**src/rtl/uart_tx_frame.sv**
```systemverilog
// UART transmitter with configurable data bits, parity and stop bits, valid/ready input.
// Optional line break generation via `UART_TX_FRAME_BREAK_EN (adds brk input).
module uart_tx_frame #(
  parameter int CLK_FREQ  = 50_000_000,
  parameter int BAUD      = 115_200,
  parameter int DATA_BITS = 8,
  parameter int PARITY    = 0,
  parameter int STOP_BITS = 1
) (
  input  logic                 clk,
  input  logic                 rst,
`ifdef UART_TX_FRAME_BREAK_EN
  input  logic                 brk,
`endif
  input  logic [DATA_BITS-1:0] s_data,
  input  logic                 s_valid,
  output logic                 s_ready,
  output logic                 busy,
  output logic                 tx_done,
  output logic                 txd
);

  localparam int BAUD_DIV = CLK_FREQ / BAUD;
  localparam int CW = (BAUD_DIV > 1) ? $clog2(BAUD_DIV) : 1;
  localparam logic [CW-1:0] LAST_BAUD = CW'(BAUD_DIV - 1);
  localparam bit HAS_PAR = (PARITY == 1) || (PARITY == 2);
  localparam logic PAR_ODD = (PARITY == 1);
  localparam logic [3:0] LAST_DATA = 4'(DATA_BITS - 1);
  localparam logic [3:0] LAST_STOP = (STOP_BITS == 2) ? 4'd1 : 4'd0;

  localparam logic [2:0] S_IDLE  = 3'd0;
  localparam logic [2:0] S_START = 3'd1;
  localparam logic [2:0] S_DATA  = 3'd2;
  localparam logic [2:0] S_PAR   = 3'd3;
  localparam logic [2:0] S_STOP  = 3'd4;
  localparam logic [2:0] S_BRK   = 3'd5;

  logic [2:0]           state;
  logic [CW-1:0]        baud_cnt;
  logic [3:0]           bit_cnt;
  logic [DATA_BITS-1:0] shreg;
  logic                 par_bit;
  logic                 par_next;
  logic                 tick;
  logic                 accept;
  logic                 brk_tail;
  logic                 brk_in;

`ifdef UART_TX_FRAME_BREAK_EN
  assign brk_in = brk;
`else
  assign brk_in = 1'b0;
`endif

  assign s_ready  = (state == S_IDLE);
  assign busy     = ~s_ready;
  assign tick     = (baud_cnt == LAST_BAUD);
  assign accept   = s_valid & s_ready & ~brk_in;
  // reduction XOR is 1 for an odd count of ones
  assign par_next = (^s_data) ^ PAR_ODD;

  always_ff @(posedge clk) begin
    if (rst) begin
      state    <= S_IDLE;
      baud_cnt <= '0;
      bit_cnt  <= '0;
      shreg    <= '0;
      par_bit  <= 1'b0;
      brk_tail <= 1'b0;
      txd      <= 1'b1;
      tx_done  <= 1'b0;
    end else begin
      tx_done <= 1'b0;
      if (state != S_IDLE)
        baud_cnt <= tick ? '0 : baud_cnt + 1'b1;
      case (state)
        S_IDLE: begin
          if (brk_in) begin
            state    <= S_BRK;
            txd      <= 1'b0;
            baud_cnt <= '0;
            brk_tail <= 1'b0;
          end else if (accept) begin
            state    <= S_START;
            shreg    <= s_data;
            par_bit  <= par_next;
            baud_cnt <= '0;
            bit_cnt  <= '0;
            txd      <= 1'b0;
          end
        end
        S_START: begin
          if (tick) begin
            state <= S_DATA;
            txd   <= shreg[0];
            shreg <= shreg >> 1;
          end
        end
        S_DATA: begin
          if (tick) begin
            if (bit_cnt == LAST_DATA) begin
              bit_cnt <= '0;
              if (HAS_PAR) begin
                state <= S_PAR;
                txd   <= par_bit;
              end else begin
                state <= S_STOP;
                txd   <= 1'b1;
              end
            end else begin
              bit_cnt <= bit_cnt + 4'd1;
              txd     <= shreg[0];
              shreg   <= shreg >> 1;
            end
          end
        end
        S_PAR: begin
          if (tick) begin
            state <= S_STOP;
            txd   <= 1'b1;
          end
        end
        S_STOP: begin
          if (tick) begin
            if (bit_cnt == LAST_STOP) begin
              state   <= S_IDLE;
              tx_done <= 1'b1;
              bit_cnt <= '0;
            end else begin
              bit_cnt <= bit_cnt + 4'd1;
            end
          end
        end
        S_BRK: begin
          // hold low while brk is high, then one full high bit period
          if (!brk_tail) begin
            baud_cnt <= '0;
            if (!brk_in) begin
              brk_tail <= 1'b1;
              txd      <= 1'b1;
            end
          end else if (tick) begin
            state    <= S_IDLE;
            brk_tail <= 1'b0;
          end
        end
        default: begin
          state <= S_IDLE;
          txd   <= 1'b1;
        end
      endcase
    end
  end

endmodule

```
**config.mk**
```make
export PLATFORM = sky130hd
export DESIGN_NAME = uart_tx_frame
export DESIGN_NICKNAME = d
export VERILOG_FILES = /design/src/rtl/uart_tx_frame.sv
export SDC_FILE = /design/constraint.sdc
export NUM_CORES = 1
export LEC_CHECK = 0
export BUFFER_PORTS_ARGS = -buffer_cell sky130_fd_sc_hd__buf_2
export CORE_AREA = 4 4 68 70
export DETAILED_ROUTE_END_ITERATION = 16
export DIE_AREA = 0 0 72 74
export PLACE_DENSITY_LB_ADDON = 0.3
export SLEW_MARGIN = 40
export SYNTH_ARGS = -nofsm -noshare
export SYNTH_HDL_FRONTEND = slang
export SYNTH_SLANG_ARGS = --single-unit
```
**constraint.sdc**
```tcl
create_clock -name clk -period 2.5 [get_ports clk]
set_input_delay 0.5 -clock clk [delete_from_list [all_inputs] [get_ports clk]]
set_output_delay 0.5 -clock clk [all_outputs]
set_load 0.005 [all_outputs]
```
==> metrics.md, run 1 <==
| Metric | Value |
|---|---|
| Status | complete, no violations |
| Post-CTS Hold Buffers | 0 |
| Sw power | 238 uW |
| Antenna violations before repair | 0 |
| P_int | 615 uW |
| Die X-Extent | around 72 um |
| Slew Viols, Final | 0 |
| Peak VDD IR | between 300 and 400 uV |
| Area Overhead vs Synth | 9.74% |
| Most common cell after layout, fill and taps aside | dfxtp_1 |
| Worst Path Buf+Inv | 2 |
| Delay-heaviest family, CP | simple AND/OR/NAND/NOR gates |
| R2R Path End | shreg[0] |
| Post_cts resized | 0 |
| Clock insertion delay at the later pin of the skew report | 0.28 ns |
| Sw frac | 0.279 |
| Site Rows | 23 |
| Routed WL | between 3000 and 4000 um |
| Clk buf depth | 2 |
| Commonest non-fill, non-tap cells in the layout | 27 x dfxtp_1, 16 x a21oi_1, 14 x o21ai_0, 14 x buf_2, 12 x nand3_1 |
| Placed cell area | between 0.0015 and 0.002 mm^2 |
| LEAKAGE | 0.000613 uW |
| Number of global-route vias before repair | 1,294 |
| Power share of the clock group | 0.304 |
| Nature of the critical path endpoint | primary output |
| Critical Path RT | ~2 ns |
| Synth Warn # | 0 |
| Post-synthesis cell area | 0.00155 mm^2 |
| Worst EP arrival | 1.46 ns |
| Setup Skew | a little under 0.008 ns |
| First-pass GRT wire length | 6130 um |
| Type of origin of the critical path | flip-flop |
| Drc violations | 0 |
| Antenna-violating nets left | 0 |
| Syn_nets | ~210 |
| Hold Path Depth | 2 |
| Async SR Flop Fraction | 0 |
| Chip Height | roughly 74 um |
| Fill cell count | about 420 |
| Tot GR Track Use | 0.142 |
| H-tree Lvls | 1 |
| Hold WC Path Type | reg -> reg |
| Layout Nets | 215 |
| Grt total ovfl | 0 |
| I/O pins | 15 |
| Core Util, Final | 0.429 |
| Prevailing post-synth register cell | dfxtp_1 |
| Synth cell types | 48 |
| Initial Util | 0.391 |
| Final hold vios | 0 |
| Cell area power density | 501 mW/mm^2 |
| Min-delay src | shreg[7] |
| IO Port Bufs | 14 |
| Post-Layout Inst Area | between 0.0015 and 0.002 mm^2 |
| Post-CTS Setup Bufs | 0 |
| Number of synthesized register bits | 27 |
| Slew margin rel. | 0.563 |
| Drt pass-1 iters | 4 |
| GP Congestion | around 0.84 |
| Final period utilization | 0.783 |
| R2R Setup Slk | 0.59 ns |
| Core outline area | 0.00397 mm^2 |
| CTS Sinks | 27 |
| DP Worst Slack | 0.627 ns |
| R2R cell count | 4 |
| Final Total Pwr | between 800 and 900 uW |
| Worst Tran Pin Value | between 0.6 and 0.7 ns |
| Total negative slack | 0 ns |
| Layout cells sized above 1 | 0.131 |
| Average size of a mapped cell | 8.18 um^2 |
| N_diodes | 0 |
| Crit path time final | just under 2 ns |
| Drt via density | 5.73 |
| Critical-path cell list | or3_1 -> inv_1 -> buf_2 |
| Die area | about 0.0053 mm^2 |
| Clock-pin slew on the worst setup and hold paths | 0.10 ns |
| CP peak stage delay | approximately 0.52 ns |
| Worst-path fanout max | 16 |
| Endpoints failing setup | 0 |
| Clock root cell | clkbuf_8 |
| Register area share after synthesis | 0.348 |
| Logic pwr share | 0.150 |
| Total number of vias | ~1,400 |
| Cts bufs inserted | 3 |
| Count of max-cap constraint violations | 0 |
| Wire per inst | 14.3 um |
| Fmax | 511 MHz |
| Cell count after synthesis | 190 |
| CP max stage cell | or3_1 |
| Iteration-0 DRC Markers | 162 |
| Reg2reg start | state[1] |
| RSZ-0062 raised after global routing | no |
| Share of power burned in registers | 0.546 |
| CTS tree | built |
| Worst Setup Path Type | reg -> out |
| Pin count of the biggest net entering global routing | 28 |
| Setup ws final | 0.543 ns |
| Post-synth EDFFs | 0 |
| HPWL after DPL | ~2500 um |
| WHS Endpoint | shreg[7] |
-- layer usage --
metal,part of all wire,track usage,up-vias
li1,-,-,734
met1,0.50,0.208,647
met2,0.43,0.209,44
met3,0.061,0.0365,2
met4,0.0056,0.0292,0
met5,0,0,-
-- cells in the mapped netlist (2+ instances only) --
library cell / instances / area (um^2)
a211oi_1: 4 / 30.0
nand2_1: 10 / 37.5
o21ai_0: 14 / 70.1
buf_1: 2 / 7.51
nor2b_1: 3 / 18.8
a311oi_1: 7 / 61.3
inv_1: 8 / 30.0
nor2_1: 10 / 37.5
nor3_1: 8 / 40.0
ha_1: 4 / 50.1
xor2_1: 7 / 61.3
or3_1: 5 / 31.3
dfxtp_1: 27 / 541
clkbuf_1: 6 / 22.5
o32ai_1: 2 / 17.5
buf_2: 3 / 15.0
nand3b_1: 2 / 15.0
o211ai_1: 2 / 15.0
a21oi_1: 16 / 80.1
nand3_1: 12 / 60.1
nand2b_1: 2 / 12.5
nand4_1: 8 / 50.1
and3_1: 2 / 12.5
a22oi_1: 2 / 15.0
-- power by group through the flow --
stage                     logic (uW)  clock network [uW]  registers [uW]
after floorplan                 97.8                   0             469
after global placement           127                   0             476
after detailed placement         127                   0             476
after CTS                        128                 265             466
after global routing             146                 282             469
final                            129                 259             466
-- layout make-up --
type                            count  area (um^2)  area share
Inverter                            9         33.8      0.0198
Clock inverter                      1         7.51     0.00440
Multi-Input combinational cell    143          935       0.548
Sequential cell                    27          541       0.317
Clock buffer                        3         41.3      0.0242
Timing Repair Buffer               16         85.1      0.0499
Tap cell                           50         62.6      0.0367
-- how the worst max path moves through the flow --
stage,from,endpoint,slack [ns],cells past startpoint
floorplan,baud_cnt[3],bit_cnt[2],0.81,4
global placement,baud_cnt[2],state[2],0.59,4
detailed placement,state[1],shreg[0],0.63,4
CTS,state[1],s_ready,0.53,3
global route,state[2],shreg[0],0.39,4
finish,state[1],s_ready,0.54,3
-- kinds of logic after synthesis --
logic type / Yosys count / synth area share
buffers and inverters: 20 / 0.0507
AND/OR/NAND/NOR: 70 / 0.248
AO/OA/AOI/OAI: 59 / 0.259
flip-flops: 27 / 0.348
multiplexers: 1 / 0.00644
XOR/XNOR: 9 / 0.0556
adder cells (fa/ha/maj): 4 / 0.0322
-- tightest hold or removal path: stages (launching register included) --
cell and delay [ns]:
dfxtp_1 0.32, o21ai_0 0.06, a21oi_1 0.06
-- metrics by stage --
| step | hold slack [ns] | cells |
|---|---|---|
| floorplan | 0.451 | 190 |
| global placement | 0.477 | 245 |
| detailed placement | 0.474 | 245 |
| CTS | 0.489 | 249 |
| global route | 0.508 | 249 |
| finish | 0.495 | 249 |
-- sequential cells by signal (all words and copies together) (netlist names) --
signal / flops
brk_tail: 1
bit_cnt: 4
baud_cnt: 9
txd: 1
shreg: 8
state: 3
tx_done: 1
No activity file was read; power rests on OpenSTA's default activity.
==> run 2: changes to the inputs <==
--- a/config.mk
+++ b/config.mk
@@ -5,6 +5,7 @@
 export SDC_FILE = /design/constraint.sdc
 export NUM_CORES = 1
 export LEC_CHECK = 0
+export ABC_AREA = 1
 export BUFFER_PORTS_ARGS = -buffer_cell sky130_fd_sc_hd__buf_2
 export CORE_AREA = 4 4 68 70
 export DETAILED_ROUTE_END_ITERATION = 16
==> constraint.sdc (replaced) <==
create_clock -name clk -period 1.6 [get_ports clk]
set_input_delay 0.32 -clock clk [delete_from_list [all_inputs] [get_ports clk]]
set_output_delay 0.32 -clock clk [all_outputs]
set_load 0.005 [all_outputs]
==> metrics.md, run 2 <==
| Metric | Value |
|---|---|
| Status | complete, no violations |
| Setup Skew | around 0.0027 ns |
| Pin count of the biggest net entering global routing | 15 |
| CTS Sinks | 27 |
| IO Port Bufs | 14 |
| Die area | 0.00533 mm^2 |
| Drt pass-1 iters | 4 |
| Worst Setup Path Type | reg -> reg |
| Most common cell after layout, fill and taps aside | nand2_1 |
| Iteration-0 DRC Markers | 51 |
| Max FFs per register | 9 |
| Final hold vios | 0 |
| Layout cells sized above 1 | 0.246 |
| Tot GR Track Use | 0.133 |
| N_diodes | 0 |
| Register area share after synthesis | 0.351 |
| Antenna-violating nets left | 0 |
| R2R cell count | 10 |
| Min-delay src | rst |
| Synth cell types | 29 |
| Total number of vias | 1,495 |
| Antenna violations before repair | 0 |
| Worst-path fanout max | 8 |
| Final period utilization | 0.947 |
| Area Overhead vs Synth | 21.3% |
| HPWL after DPL | 2470 um |
| Chip Height | 74 um |
| Clock-pin slew on the worst setup and hold paths | 0.09 ns |
| Hold Path Depth | 2 |
| Post-Layout Inst Area | 0.00187 mm^2 |
| Hold WC Path Type | in -> reg |
| Post-synth EDFFs | 0 |
| Setup ws final | 0.0848 ns |
| Worst Tran Pin Value | 0.358 ns |
| Async SR Flop Fraction | 0 |
| Syn_nets | between 200 and 250 |
| Number of synthesized register bits | 27 |
| Layout Nets | ~280 |
| Grt total ovfl | 0 |
| Peak VDD IR | 1050 uV |
| Most frequent cell after synthesis | nand2_1 |
| Cts bufs inserted | 3 |
| Total negative slack | 0 ns |
| Placed cell area | 0.00173 mm^2 |
| RSZ-0062 raised after global routing | yes |
| Synth Warn # | 0 |
| Site Rows | 23 |
| I/O pins | 15 |
| Fill cell count | 411 |
| GP Congestion | 0.841 |
| Cell area power density | 1590 mW/mm^2 |
| Reg2reg start | baud_cnt[1] |
| Synth top area cells | dfxtp_1 35%, nand2_1 15%, nor2_1 10% |
| Drt via density | between 4 and 5 |
| Core Util, Final | 0.470 |
| Area of the multi-input gates | about 940 um^2 |
| First-pass GRT wire length | around 5800 um |
| Worst EP arrival | between 1.5 and 2 ns |
| Post-synthesis cell area | 0.00154 mm^2 |
| Largest register by flop count | baud_cnt |
| Clock root cell | clkbuf_8 |
| Reg area | 544 um^2 |
| Wire per inst | 11.2 um |
| Type of origin of the critical path | flip-flop |
| Number of global-route vias before repair | 1,365 |
| Die X-Extent | ~70 um |
| Initial Util | 0.388 |
| Synth top area share | 0.351 |
| Critical Path Start | baud_cnt[1] |
| Commonest non-fill, non-tap cells in the layout | 61 x nand2_1, 38 x nor2_1, 24 x dfxtp_1 |
| Final Total Pwr | 2960 uW |
| Routed WL | 3460 um |
| Post-synth top cells | 62 x nand2_1, 43 x nor2_1, 27 x dfxtp_1 |
| Prevailing post-synth register cell | dfxtp_1 |
| Crit path time final | 1.52 ns |
| Core outline area | 0.00397 mm^2 |
| Clk buf depth | 2 |
| Endpoints failing setup | 0 |
| Average size of a mapped cell | ~6.7 um^2 |
| Largest regs | baud_cnt x9, shreg x8, bit_cnt x4 |
| CTS tree | built |
| Critical Path RT | around 1.8 ns |
| Drc violations | 0 |
| LEAKAGE | 0.000877 uW |
| Nature of the critical path endpoint | flip-flop |
| Clock insertion delay at the later pin of the skew report | between 0.2 and 0.3 ns |
| Slew margin rel. | 0.760 |
| Slew Viols, Final | 0 |
| Yosys top cell by area | dfxtp_1 |
| Fmax | 660 MHz |
| Cell count after synthesis | 230 |
| DP Worst Slack | 0.00615 ns |
| H-tree Lvls | 1 |
| Count of max-cap constraint violations | 0 |
==> run 2: changes by cell type in the layout (fill, tap and decap cells not counted), moves of 7 or more <==
cell	previous run	this run
a21oi_1	16	5
nor3_1	8	0
inv_1	8	19
nor2_1	10	38
nand2_1	10	61
a31oi_1	1	8
a311oi_1	7	0
buf_4	2	12
o21ai_0	14	3
==> run 2: final timing paths <==
kind	slack, ns	endpoint
max	0.08	shreg[2]
min	0.24	baud_cnt[1]
max reg2reg	0.08	shreg[2]
min reg2reg	0.48	txd
==> run 2: layout make-up <==
class                   instances  area share
clock buffers                   4      0.0241
inverters                      23      0.0462
multi-input cells             177       0.501
flip-flops and latches         27       0.291
well taps                      50      0.0335
repair buffers                 29       0.104
==> run 2: cell families (layout without fill, tap and decap cells) <==
logic type               count (synthesis)  count (layout)  share of synthesized area
AND/OR/NAND/NOR                        138             138                      0.395
AO/OA/AOI/OAI                           29              29                      0.119
flip-flops                              27              27                      0.351
buffers and inverters                   26              56                     0.0690
XOR/XNOR                                 6               6                     0.0341
adder cells (fa/ha/maj)                  4               4                     0.0325
==> run 2: what timing repair did <==
item | CTS | global route
setup buffers | 0 | 5
pin swaps | 0 | 8
hold buffers | 0 | 0
gates cloned | 0 | 0
resized for setup | 1 | 23
endpoints found under the setup margin | 1 | 26
==> run 2: per-stage QoR <==
step           hold slack (ns)  instances
3_5_place_dp             0.462        301
6_report                 0.245        310
2_1_floorplan            0.389        230
3_3_place_gp             0.460        301
4_1_cts                  0.241        305
5_1_grt                  0.242        310
==> run 2: metal layers <==
layer,part of all wire,GRT usage
met1,0.47,0.164
met2,0.49,0.240
met3,0.036,0.0297
met4,0.0043,0.0292
met5,0,0
==> run 2: power breakdown <==
group          switching (uW)  internal [uW]
logic                    1000            635
clock network             214            179
registers                 105            826
==> run 2: critical path, stage by stage (launching register included) <==
cell and delay [ns]:
dfxtp_2 0.34, inv_2 0.05, ha_2 0.15, nand2_1 0.05, nor2_1 0.11, nand2_2 0.13
buf_6 0.14, o21ai_4 0.07, nand3_4 0.16, o21ai_1 0.16, nor2_1 0.05
==> run 3: changes to the inputs <==
--- a/config.mk
+++ b/config.mk
@@ -8,6 +8,7 @@
 export ABC_AREA = 1
 export BUFFER_PORTS_ARGS = -buffer_cell sky130_fd_sc_hd__buf_2
 export CORE_AREA = 4 4 68 70
+export CTS_CLUSTER_DIAMETER = 80
 export DETAILED_ROUTE_END_ITERATION = 16
 export DIE_AREA = 0 0 72 74
 export PLACE_DENSITY_LB_ADDON = 0.3
==> constraint.sdc (replaced) <==
create_clock -name clk -period 1.7 [get_ports clk]
set_input_delay 0.34 -clock clk [delete_from_list [all_inputs] [get_ports clk]]
set_output_delay 0.34 -clock clk [all_outputs]
set_load 0.005 [all_outputs]
==> metrics.md, run 3 (synthesized netlist as in run 2, its figures left out) <==
| Metric | Value |
|---|---|
| Area Overhead vs Synth | 17.0% |
| Hold WC Path Type | in -> reg |
| Clock insertion delay at the later pin of the skew report | between 0.2 and 0.3 ns |
| HPWL after DPL | 2370 um |
| Worst-path fanout max | 7 |
| Crit path time final | between 1.5 and 2 ns |
| Post-Layout Cell Count | 307 |
| Largest regs | baud_cnt x9, shreg x8, bit_cnt x4 |
| Clock root cell | clkbuf_8 |
| Drt pass-1 iters | 4 |
| Largest register by flop count | baud_cnt |
| Total number of vias | 1,469 |
| Wire per inst | ~11 um |
| Nature of the critical path endpoint | primary output |
| Clk buf depth | 2 |
| Antenna violations before repair | 0 |
| Routed WL | 3290 um |
| Peak VDD IR | approximately 820 uV |
| Number of global-route vias before repair | 1,338 |
| Worst Tran Pin Value | 0.268 ns |
| R2R Path End | bit_cnt[0] |
| R2R cell count | 9 |
| Drt via density | 4.79 |
| Critical Path RT | 1.36 ns |
| Commonest non-fill, non-tap cells in the layout | 63 x nand2_1, 39 x nor2_1, 27 x dfxtp_1 |
| IO Port Bufs | 14 |
| CTS Sinks | 27 |
| Tot GR Track Use | 0.136 |
| I/O pins | 15 |
| H-tree Lvls | 1 |
| Site Rows | 23 |
| Clock-pin slew on the worst setup and hold paths | 0.10 ns |
| Worst EP arrival | 1.22 ns |
| CTS tree | built |
| Slew Viols, Final | 0 |
| Pin count of the biggest net entering global routing | 18 |
| GP Congestion | around 0.8 |
| Type of origin of the critical path | flip-flop |
| Cell area power density | 1480 mW/mm^2 |
| Min-delay src | rst |
| First-pass GRT wire length | 5860 um |
| Die X-Extent | 72 um |
| LEAKAGE | between 0.0008 and 0.0009 uW |
| Iteration-0 DRC Markers | 44 |
| Layout cells sized above 1 | 0.198 |
| Total negative slack | 0 ns |
| Chip Height | roughly 74 um |
| N_diodes | 0 |
| Slew margin rel. | 0.819 |
| Reg2reg start | state[1] |
| Max FFs per register | 9 |
| Layout Nets | 273 |
| Cells after DPL | 299 |
| Most common cell after layout, fill and taps aside | nand2_1 |
| Final period utilization | 0.918 |
| Antenna-violating nets left | 0 |
| Final hold vios | 0 |
| Grt total ovfl | 0 |
| Setup Skew | 0.0129 ns |
| Crit path to | s_ready |
| Drc violations | 0 |
| Die area | 0.00533 mm^2 |
| Cts bufs inserted | 3 |
| Fmax | 641 MHz |
| Worst Setup Path Type | reg -> out |
| RSZ-0062 raised after global routing | no |
| Count of max-cap constraint violations | 0 |
| R2R Setup Slk | 0.16 ns |
| Initial Util | 0.388 |
| Core outline area | 0.00397 mm^2 |
| Status | complete, no violations |
| Critical Path Start | state[2] |
| Endpoints failing setup | 0 |
[run 3: changes by cell type in the layout (fill, tap and decap cells not counted), sizes merged]
cell / change
clkbuf: -1
clkinvlp: +1
buf: -4
nand2: +1
[run 3: worst max-delay path, cell delays in order, from the launching register on]
cell	delay (ns)
dfxtp_1	0.44
inv_2	0.12
nand2_2	0.17
inv_1	0.07
buf_2	0.13
[run 3: power breakdown]
group / switching (uW) / total (uW) / internal (uW) / leakage [uW]
Clock: 219 / 386 / 167 / 0.0000217
Sequential: 95.1 / 868 / 773 / 0.000221
Combinational: 882 / 1410 / 533 / 0.000600
Total: 1200 / 2670 / 1470 / 0.000843
[run 3: worst min path at each step]
stage | to | slack, ns | cells past startpoint
floorplan | bit_cnt[2] | 0.41 | 1
CTS | baud_cnt[1] | 0.25 | 2
global route | baud_cnt[1] | 0.26 | 2
detailed placement | txd | 0.46 | 2
finish | baud_cnt[1] | 0.26 | 2
global placement | txd | 0.46 | 2
[run 3: cell type report]
type / count / area [um^2]
clock buffer: 3 / 41.3
clock inverter: 1 / 7.51
fill: 415 / 2170
inverter: 23 / 86.3
multi-input combinational: 178 / 911
sequential: 27 / 541
tap: 50 / 62.6
timing repair buffer: 25 / 153
[run 3: timing repair]
action                                  in CTS  in global routing
endpoints found under the setup margin       0                  9
hold endpoints to repair                     0                  0
gates resized for setup                      0                  6
hold buffers                                 0                  0
setup buffers                                0                  3
[run 3: metrics by stage]
| step | worst slack (ns) | total power [uW] | hold WS, ns | utilization | area, um^2 |
|---|---|---|---|---|---|
| after floorplan | 0.296 | 1930 | 0.409 | - | 1540 |
| after global placement | 0.0945 | 2280 | 0.464 | 0.431 | 1710 |
| after detailed placement | 0.0831 | 2280 | 0.463 | 0.431 | 1710 |
| after CTS | 0.0734 | 2670 | 0.254 | 0.444 | 1760 |
| after global routing | 0.0135 | 2940 | 0.262 | 0.454 | 1800 |
| final | 0.139 | 2670 | 0.257 | 0.454 | 1800 |
[run 3: layer usage]
| metal | vias to the layer above | share of wire | track usage |
|---|---|---|---|
| met5 | - | 0 | 0 |
| met4 | 0 | 0.015 | 0.0501 |
| met3 | 5 | 0.035 | 0.0257 |
| met2 | 26 | 0.45 | 0.221 |
| met1 | 649 | 0.50 | 0.180 |
| li1 | 789 | - | - |
